[src/rtl/vga_pix_out.sv]
// VGA output pixel stage: pulls pixels from the FIFO and drives registered
// RGB, data-enable and polarity-adjusted syncs aligned to one enabled cycle.
module vga_pix_out #(
  parameter int PIX_DW = 16,
  parameter int UFL_CW = 16
) (
  input  logic              clk_i,
  input  logic              rst_i,
  input  logic              en_i,
  input  logic              hvis_i,
  input  logic              vvis_i,
  input  logic              hsync_i,
  input  logic              vsync_i,
  input  logic              vend_i,
  input  logic              hpol_i,
  input  logic              vpol_i,
  input  logic [PIX_DW-1:0] ufl_color_i,
  input  logic              pix_valid_i,
  input  logic [PIX_DW-1:0] pix_i,
  output logic              pix_ready_o,
  output logic [PIX_DW-1:0] rgb_o,
  output logic              hsync_o,
  output logic              vsync_o,
  output logic              de_o,
  output logic              frame_done_o,
  input  logic              ufl_clr_i,
  output logic              ufl_o,
  output logic [UFL_CW-1:0] ufl_cnt_o
);

  typedef enum logic [1:0] {
    IDLE,
    WAIT_FRAME,
    ACTIVE
  } state_t;

  state_t state, state_nxt;
  logic   vis;
  logic   ufl_event;
  logic   hsync_q, vsync_q;

  always_ff @(posedge clk_i or posedge rst_i) begin
    if (rst_i) state <= IDLE;
    else       state <= state_nxt;
  end

  // Dropping the enable always returns to IDLE, so re-enable waits for vend.
  always_comb begin
    state_nxt = state;
    case (state)
      IDLE:       if (en_i) state_nxt = WAIT_FRAME;
      WAIT_FRAME: if (en_i && vend_i) state_nxt = ACTIVE;
      ACTIVE:     state_nxt = ACTIVE;
      default:    state_nxt = IDLE;
    endcase
    if (!en_i) state_nxt = IDLE;
  end

  assign vis         = hvis_i && vvis_i;
  assign pix_ready_o = (state == ACTIVE) && en_i && vis;
  assign ufl_event   = pix_ready_o && !pix_valid_i;

  always_ff @(posedge clk_i or posedge rst_i) begin
    if (rst_i) begin
      rgb_o <= '0;
      de_o  <= 1'b0;
    end else if (!en_i) begin
      rgb_o <= '0;
      de_o  <= 1'b0;
    end else begin
      de_o <= pix_ready_o;
      if (pix_ready_o) rgb_o <= pix_valid_i ? pix_i : ufl_color_i;
      else             rgb_o <= '0;
    end
  end

  // IDLE preloads the inactive level so WAIT_FRAME starts from a clean sync.
  always_ff @(posedge clk_i or posedge rst_i) begin
    if (rst_i) begin
      hsync_q <= 1'b0;
      vsync_q <= 1'b0;
    end else if (state == IDLE) begin
      hsync_q <= hpol_i;
      vsync_q <= vpol_i;
    end else if (en_i) begin
      hsync_q <= hsync_i ^ hpol_i;
      vsync_q <= vsync_i ^ vpol_i;
    end
  end

  assign hsync_o = (state == IDLE) ? hpol_i : hsync_q;
  assign vsync_o = (state == IDLE) ? vpol_i : vsync_q;

  always_ff @(posedge clk_i or posedge rst_i) begin
    if (rst_i) frame_done_o <= 1'b0;
    else       frame_done_o <= (state == ACTIVE) && en_i && vend_i;
  end

  // A coincident clear restarts the count at one rather than zero.
  always_ff @(posedge clk_i or posedge rst_i) begin
    if (rst_i) begin
      ufl_o     <= 1'b0;
      ufl_cnt_o <= '0;
    end else if (ufl_event) begin
      ufl_o <= 1'b1;
      if (ufl_clr_i)            ufl_cnt_o <= UFL_CW'(1);
      else if (ufl_cnt_o != '1) ufl_cnt_o <= ufl_cnt_o + UFL_CW'(1);
    end else if (ufl_clr_i) begin
      ufl_o     <= 1'b0;
      ufl_cnt_o <= '0;
    end
  end

endmodule

[config.mk]
export PLATFORM = sky130hd
export DESIGN_NAME = vga_pix_out
export DESIGN_NICKNAME = d
export VERILOG_FILES = /design/src/rtl/vga_pix_out.sv
export SDC_FILE = /design/constraint.sdc
export NUM_CORES = 1
export LEC_CHECK = 0
export CORE_MARGIN = 2
export CORE_UTILIZATION = 46
export DETAILED_ROUTE_END_ITERATION = 6
export GPL_TIMING_DRIVEN = 0
export PLACE_DENSITY = 0.85
export REMOVE_ABC_BUFFERS = 1
export SLEW_MARGIN = 30
export SYNTH_ARGS = -nofsm -noshare
export SYNTH_HDL_FRONTEND = slang
export SYNTH_SLANG_ARGS = --single-unit
[constraint.sdc]
create_clock -name clk_i -period 5 [get_ports clk_i]
set_input_delay 0.5 -clock clk_i [delete_from_list [all_inputs] [get_ports clk_i]]
set_output_delay 0.5 -clock clk_i [all_outputs]
set_load 0.005 [all_outputs]
Word-level counts from Yosys, hierarchy flattened
Index checks and enable logic that the tools add are counted.
Widths: inputs -> output; s select.
{ "op_classes": {"n_mux": 19, "n_reduce_logical": 12, "addsub": 1, "bitwise_logic": 2, "n_eq_ne": 4} }
{ "ops": {"columns": ["operator", "count"], "rows": [
  ["$mux 16", 7],
  ["$add 16x1->16 const B", 1],
  ["$ne 16x16->1 const B", 1],
  ["$mux 1", 9],
  ["$logic_and 1x1->1", 6],
  ["$pmux 2 s3", 1],
  ["$reduce_bool 2->1", 3],
  ["$mux 2", 2],
  ["$ne 3x3->1 const B", 1],
  ["$eq 2x1->1 const B", 1],
  ["$eq 2x2->1 const B", 1],
  ["$logic_not 2->1", 1],
  ["$reduce_and 2->1", 1],
  ["$xor 1x1->1", 2],
  ["$logic_not 1->1", 1]
]} }
{ "totals": {"output_inout_bits": 38, "wordCells": 46, "regBits": 39} }

Longest topological paths before layout
{ "logic_depth": {"ltp_word": 6, "ltp_mapped": 8, "mapped_depth_nobuf": 7} }

Least setup slack after synthesis
Ideal clock, no wire load.
{ "synth_timing": {"path_kind": "register -> register", "start": "reg state[0]", "end": "reg ufl_cnt_o[13]", "t_arrival_ns": 1.789, "stages_incl_launch_ff": 7, "required_ns": 4.876, "setup_time_ns": 0.124, "path_buffers": 0, "path_slack_ns": 3.087, "synth_period_minus_slack_ns": 1.913, "path_cell_list": "dfrtp_1 inv_1 ha_1 nand4_2 nor4_1 mux2_2 a211o_1"} }
{ "synth_via": {"elab_chain_len": 6, "elab_cells_between_ends": 7} }
{ "synth_lines": {"columns": ["item", "line_no", "rtl"], "rows": [
  ["start: declaration", "37", "state_t state, state_nxt;"],
  ["start signal: assignment", "44", "else state <= state_nxt;"],
  ["$eq 2x2->1 (*)", "60", "assign pix_ready_o = (state == ACTIVE) && en_i && vis;"],
  ["$logic_and 1x1->1 (*) (2 in a row)", "60", null],
  ["$logic_and 1x1->1 (*)", "61", "assign ufl_event = pix_ready_o && !pix_valid_i;"],
  ["$reduce_bool 2->1 (no line)", null, null],
  ["$reduce_and 2->1 (no line)", null, null],
  ["end signal: assignment", "107", "else if (ufl_cnt_o != '1) ufl_cnt_o <= ufl_cnt_o + UFL_CW'(1);"],
  ["end: declaration", "28", "output logic [UFL_CW-1:0] ufl_cnt_o"]
]} }
Mark *: on every way between the ends. The rest lies on a longest branch, timed or not.
A chain may end at the register's enable or synchronous reset.

Final worst setup path
{ "layout_timing": {"start": "in en_i", "end": "out pix_ready_o"} }
{ "layout_via": {"elab_chain_len": 2} }
{ "layout_lines": {"columns": ["item", "line_no", "rtl"], "rows": [
  ["start: declaration", "9", "input logic en_i,"],
  ["$logic_and 1x1->1 (2 in a row)", "60", null],
  ["end: declaration", "20", "output logic pix_ready_o,"]
]} }
Every way passes these cells.

==> impl_metrics.env <==
export IMPL_fmax_mhz=314
export IMPL_area_delta_synth_final_pct=48.5
export IMPL_h_tree_depth=2
export IMPL_top_usage_layer="met2"
export IMPL_cts_root_buffer="clkbuf_8"
export IMPL_rows=23
export IMPL_cts_resized=0
export IMPL_port_buffers=81
export IMPL_drt_initial_drc_count=84
export IMPL_startpoint="en_i"
export IMPL_r2r_cells=6
export IMPL_antenna_found_initial=0
export IMPL_yosysSeqAreaShare_pct=49.2
export IMPL_coreArea_sq_mm=0.00409
export IMPL_setup_worst_path_class="in2out"
export IMPL_die_x_microns=69.7
export IMPL_path_clk_slew_ns=0.07
export IMPL_n_antenna_cell=0
export IMPL_final_setup_viol_count=0
export IMPL_cp_arrival_ns=2.69
export IMPL_slew_headroom_pct=45.7
export IMPL_total_power_w=0.000755
export IMPL_post_dp_hpwl_mm=3.22
export IMPL_insertion_delay_ns=0.28
export IMPL_layout_drive_gt1_share_pct=5.38
export IMPL_period_share_pct=63.7
export IMPL_critPathMaxStageDelay_ns=0.69
export IMPL_crit_top_cell="clkdlybuf4s50_1"
export IMPL_grt_pass1_wl_mm=7.61
export IMPL_die_y_microns=69.7
export IMPL_slowest_stage="nand4_2"
export IMPL_vias=1745
export IMPL_pin_count=82
export IMPL_clk_path_buf_depth=2
export IMPL_grtUsageMet2_pct=33.7
export IMPL_grt_pass1_vias=1699
export IMPL_drt_wl_total_mm=4.53
export IMPL_cap_violations=0
export IMPL_grt_usage_pct=19.5
export IMPL_syn_inst=197
export IMPL_cts_setup_buffers=0
export IMPL_cp_required_ns=4.50
export IMPL_worst_path_stages=4
export IMPL_ir_drop_v=0.000170
export IMPL_rr_startpoint="state[0]"
export IMPL_use_met1_pct=22.0
export IMPL_ys_types=36
export IMPL_gp_congestion=0.852
export IMPL_ant_nets=0
export IMPL_crit_end="pix_ready_o"
export IMPL_start_kind="primary input"
export IMPL_holdBufCountCts=0
export IMPL_syn_area_per_cell_sq_um=10.1
export IMPL_crit_fanout=32
export IMPL_r2r_end="ufl_cnt_o[13]"
export IMPL_ys_warn_count=0
export IMPL_dieArea_sq_mm=0.00485
export IMPL_tns_ns=0
export IMPL_mappedNetlistArea_sq_mm=0.00198
export IMPL_finClkSkew_ns=0.00217
export IMPL_crit_chain="clkdlybuf4s50_1 -> nand4_2 -> inv_1 -> clkdlybuf4s50_1"
export IMPL_rsz0062_at_grt="false"
export IMPL_avgRoutedWirePerCell_microns=13.8
export IMPL_leakage_nw=1.28
export IMPL_pwr_density_cell_mw_per_mm2=256
export IMPL_cts_buffers=5
export IMPL_clock_sinks=39
export IMPL_via_per_inst=5.30
export IMPL_end_kind="primary output"
export IMPL_status="complete, no violations"
export IMPL_hold_viol=0
export IMPL_crit_buf_inv=3
export IMPL_ys_seq_elements=39
export IMPL_drt_first_pass_iters=4
export IMPL_hold_path_class="in2async"
export IMPL_grt_max_degree=33
export IMPL_slew_violations=0
export IMPL_start_util_pct=48.5
export IMPL_ff2ff_setup_slack_ns=2.20
export IMPL_layout_nets=327
export IMPL_grt_use_met3_pct=7.12
export IMPL_fin_crit_ns=3.19
export IMPL_tightest_slew_ns=0.812
export IMPL_drc=0
export IMPL_cp_top_family="buffers and inverters"
export IMPL_cts_tree="built"
export IMPL_grt_overflow_total=0
-- stage by stage --
stage / util (%) / hold WS, ns / setup slack [ns] / cell area (sq um) / instances
after floorplan: - / 0.535 / 2.66 / 1950 / 189
after global placement: 69.1 / 0.526 / 1.70 / 2820 / 320
after detailed placement: 69.6 / 0.536 / 1.71 / 2850 / 321
after CTS: 72.1 / 0.484 / 1.78 / 2950 / 329
after global routing: 72.1 / 0.519 / 1.65 / 2950 / 329
final: 72.1 / 0.482 / 1.81 / 2950 / 329
-- metal layers --
metal	vias up	part of all wire [%]	wire [microns]
met5	-	0	0
met4	0	1.8	82
met3	8	8.1	366
met2	64	50	2250
met1	808	40	1830
li1	865	-	-
-- how the worst min path moves through the flow --
stage | to | slack, ns | depth (start not counted)
final | rgb_o[6] | 0.48 | 2
after global routing | ufl_cnt_o[7] | 0.52 | 2
after CTS | rgb_o[6] | 0.48 | 2
after detailed placement | ufl_o | 0.54 | 2
after global placement | ufl_o | 0.53 | 2
after floorplan | ufl_o | 0.53 | 2
-- cells in the final DEF, fill, tap and decap left out, types with 2 or more instances in the layout --
cell / synthesis / layout
and3_1: 2 / 2
nand2b_1: 5 / 5
nor3_1: 7 / 7
ha_1: 5 / 5
mux2i_1: 19 / 19
o21ai_0: 10 / 10
a21oi_1: 3 / 3
xnor2_1: 6 / 6
nand4_1: 6 / 6
a211o_1: 2 / 2
nor4_1: 8 / 7
nor2_1: 21 / 21
or4_1: 2 / 2
nor3b_1: 2 / 2
o211ai_1: 2 / 2
nand2_1: 13 / 13
mux2_2: 3 / 3
nand3_1: 5 / 5
nand3b_1: 2 / 2
clkdlybuf4s50_1: 0 / 80
dfrtp_1: 39 / 39
inv_1: 11 / 10
clkbuf_8: 0 / 7
nor2b_1: 5 / 5
-- Yosys cell counts --
master    count  area share (%)
nor2b_1       5             1.6
and3_1        2            0.63
a21oi_1       3            0.76
mux2_2        3             1.7
inv_1        11             2.1
nand3b_1      2            0.76
nand4b_1      1            0.44
o22ai_1       1            0.32
nand4_1       6             1.9
nand3_1       5             1.3
nor2_1       21             4.0
nand2_1      13             2.5
nand2b_1      5             1.6
dfrtp_1      39              49
a31oi_1       1            0.32
o41a_1        1            0.57
nor4_1        8             2.5
o21ai_0      10             2.5
a311o_1       1            0.50
or4_1         2            0.76
nor4b_1       1            0.44
or4b_1        1            0.50
o211ai_1      2            0.76
o211a_1       1            0.50
xnor2_1       6             2.6
mux2i_1      19             9.6
nor3b_1       2            0.76
and4b_1       1            0.50
nor3_1        7             1.8
buf_2         2            0.50
ha_1          5             3.2
clkbuf_1      4            0.76
buf_1         2            0.38
o31ai_1       1            0.38
a211o_1       2            0.88
nand4_2       1            0.63
-- where the power goes --
group          internal, W  switching, W
sequential        0.000336    0.00000986
combinational     0.000102     0.0000775
clock             0.000126      0.000104
-- sequential cells by signal (all words and copies together), names as in the netlist --
name and flops:
vsync_q 1, frame_done_o 1, de_o 1, ufl_o 1, ufl_cnt_o 16, state 2, hsync_q 1, rgb_o 16
-- cell type report --
type	instances	area [sq um]
fillers	329	1140
multi-input cells	139	940
well taps	50	62.6
inverters	11	41.3
clock buffers	8	100
flip-flops and latches	39	976
repair buffers	82	826
-- cell families after synthesis --
family / count (synthesis) / share of synthesized area (%)
and+or+nand+nor: 83 / 22.5
DFF: 39 / 49.2
AOI/OAI and AO/OA: 23 / 7.51
muxes: 22 / 11.3
buffers and inverters: 19 / 3.72
xor gates and xnor gates: 6 / 2.65
adders and majority gates: 5 / 3.15
Note: power is estimated with default switching activity, not from simulation.
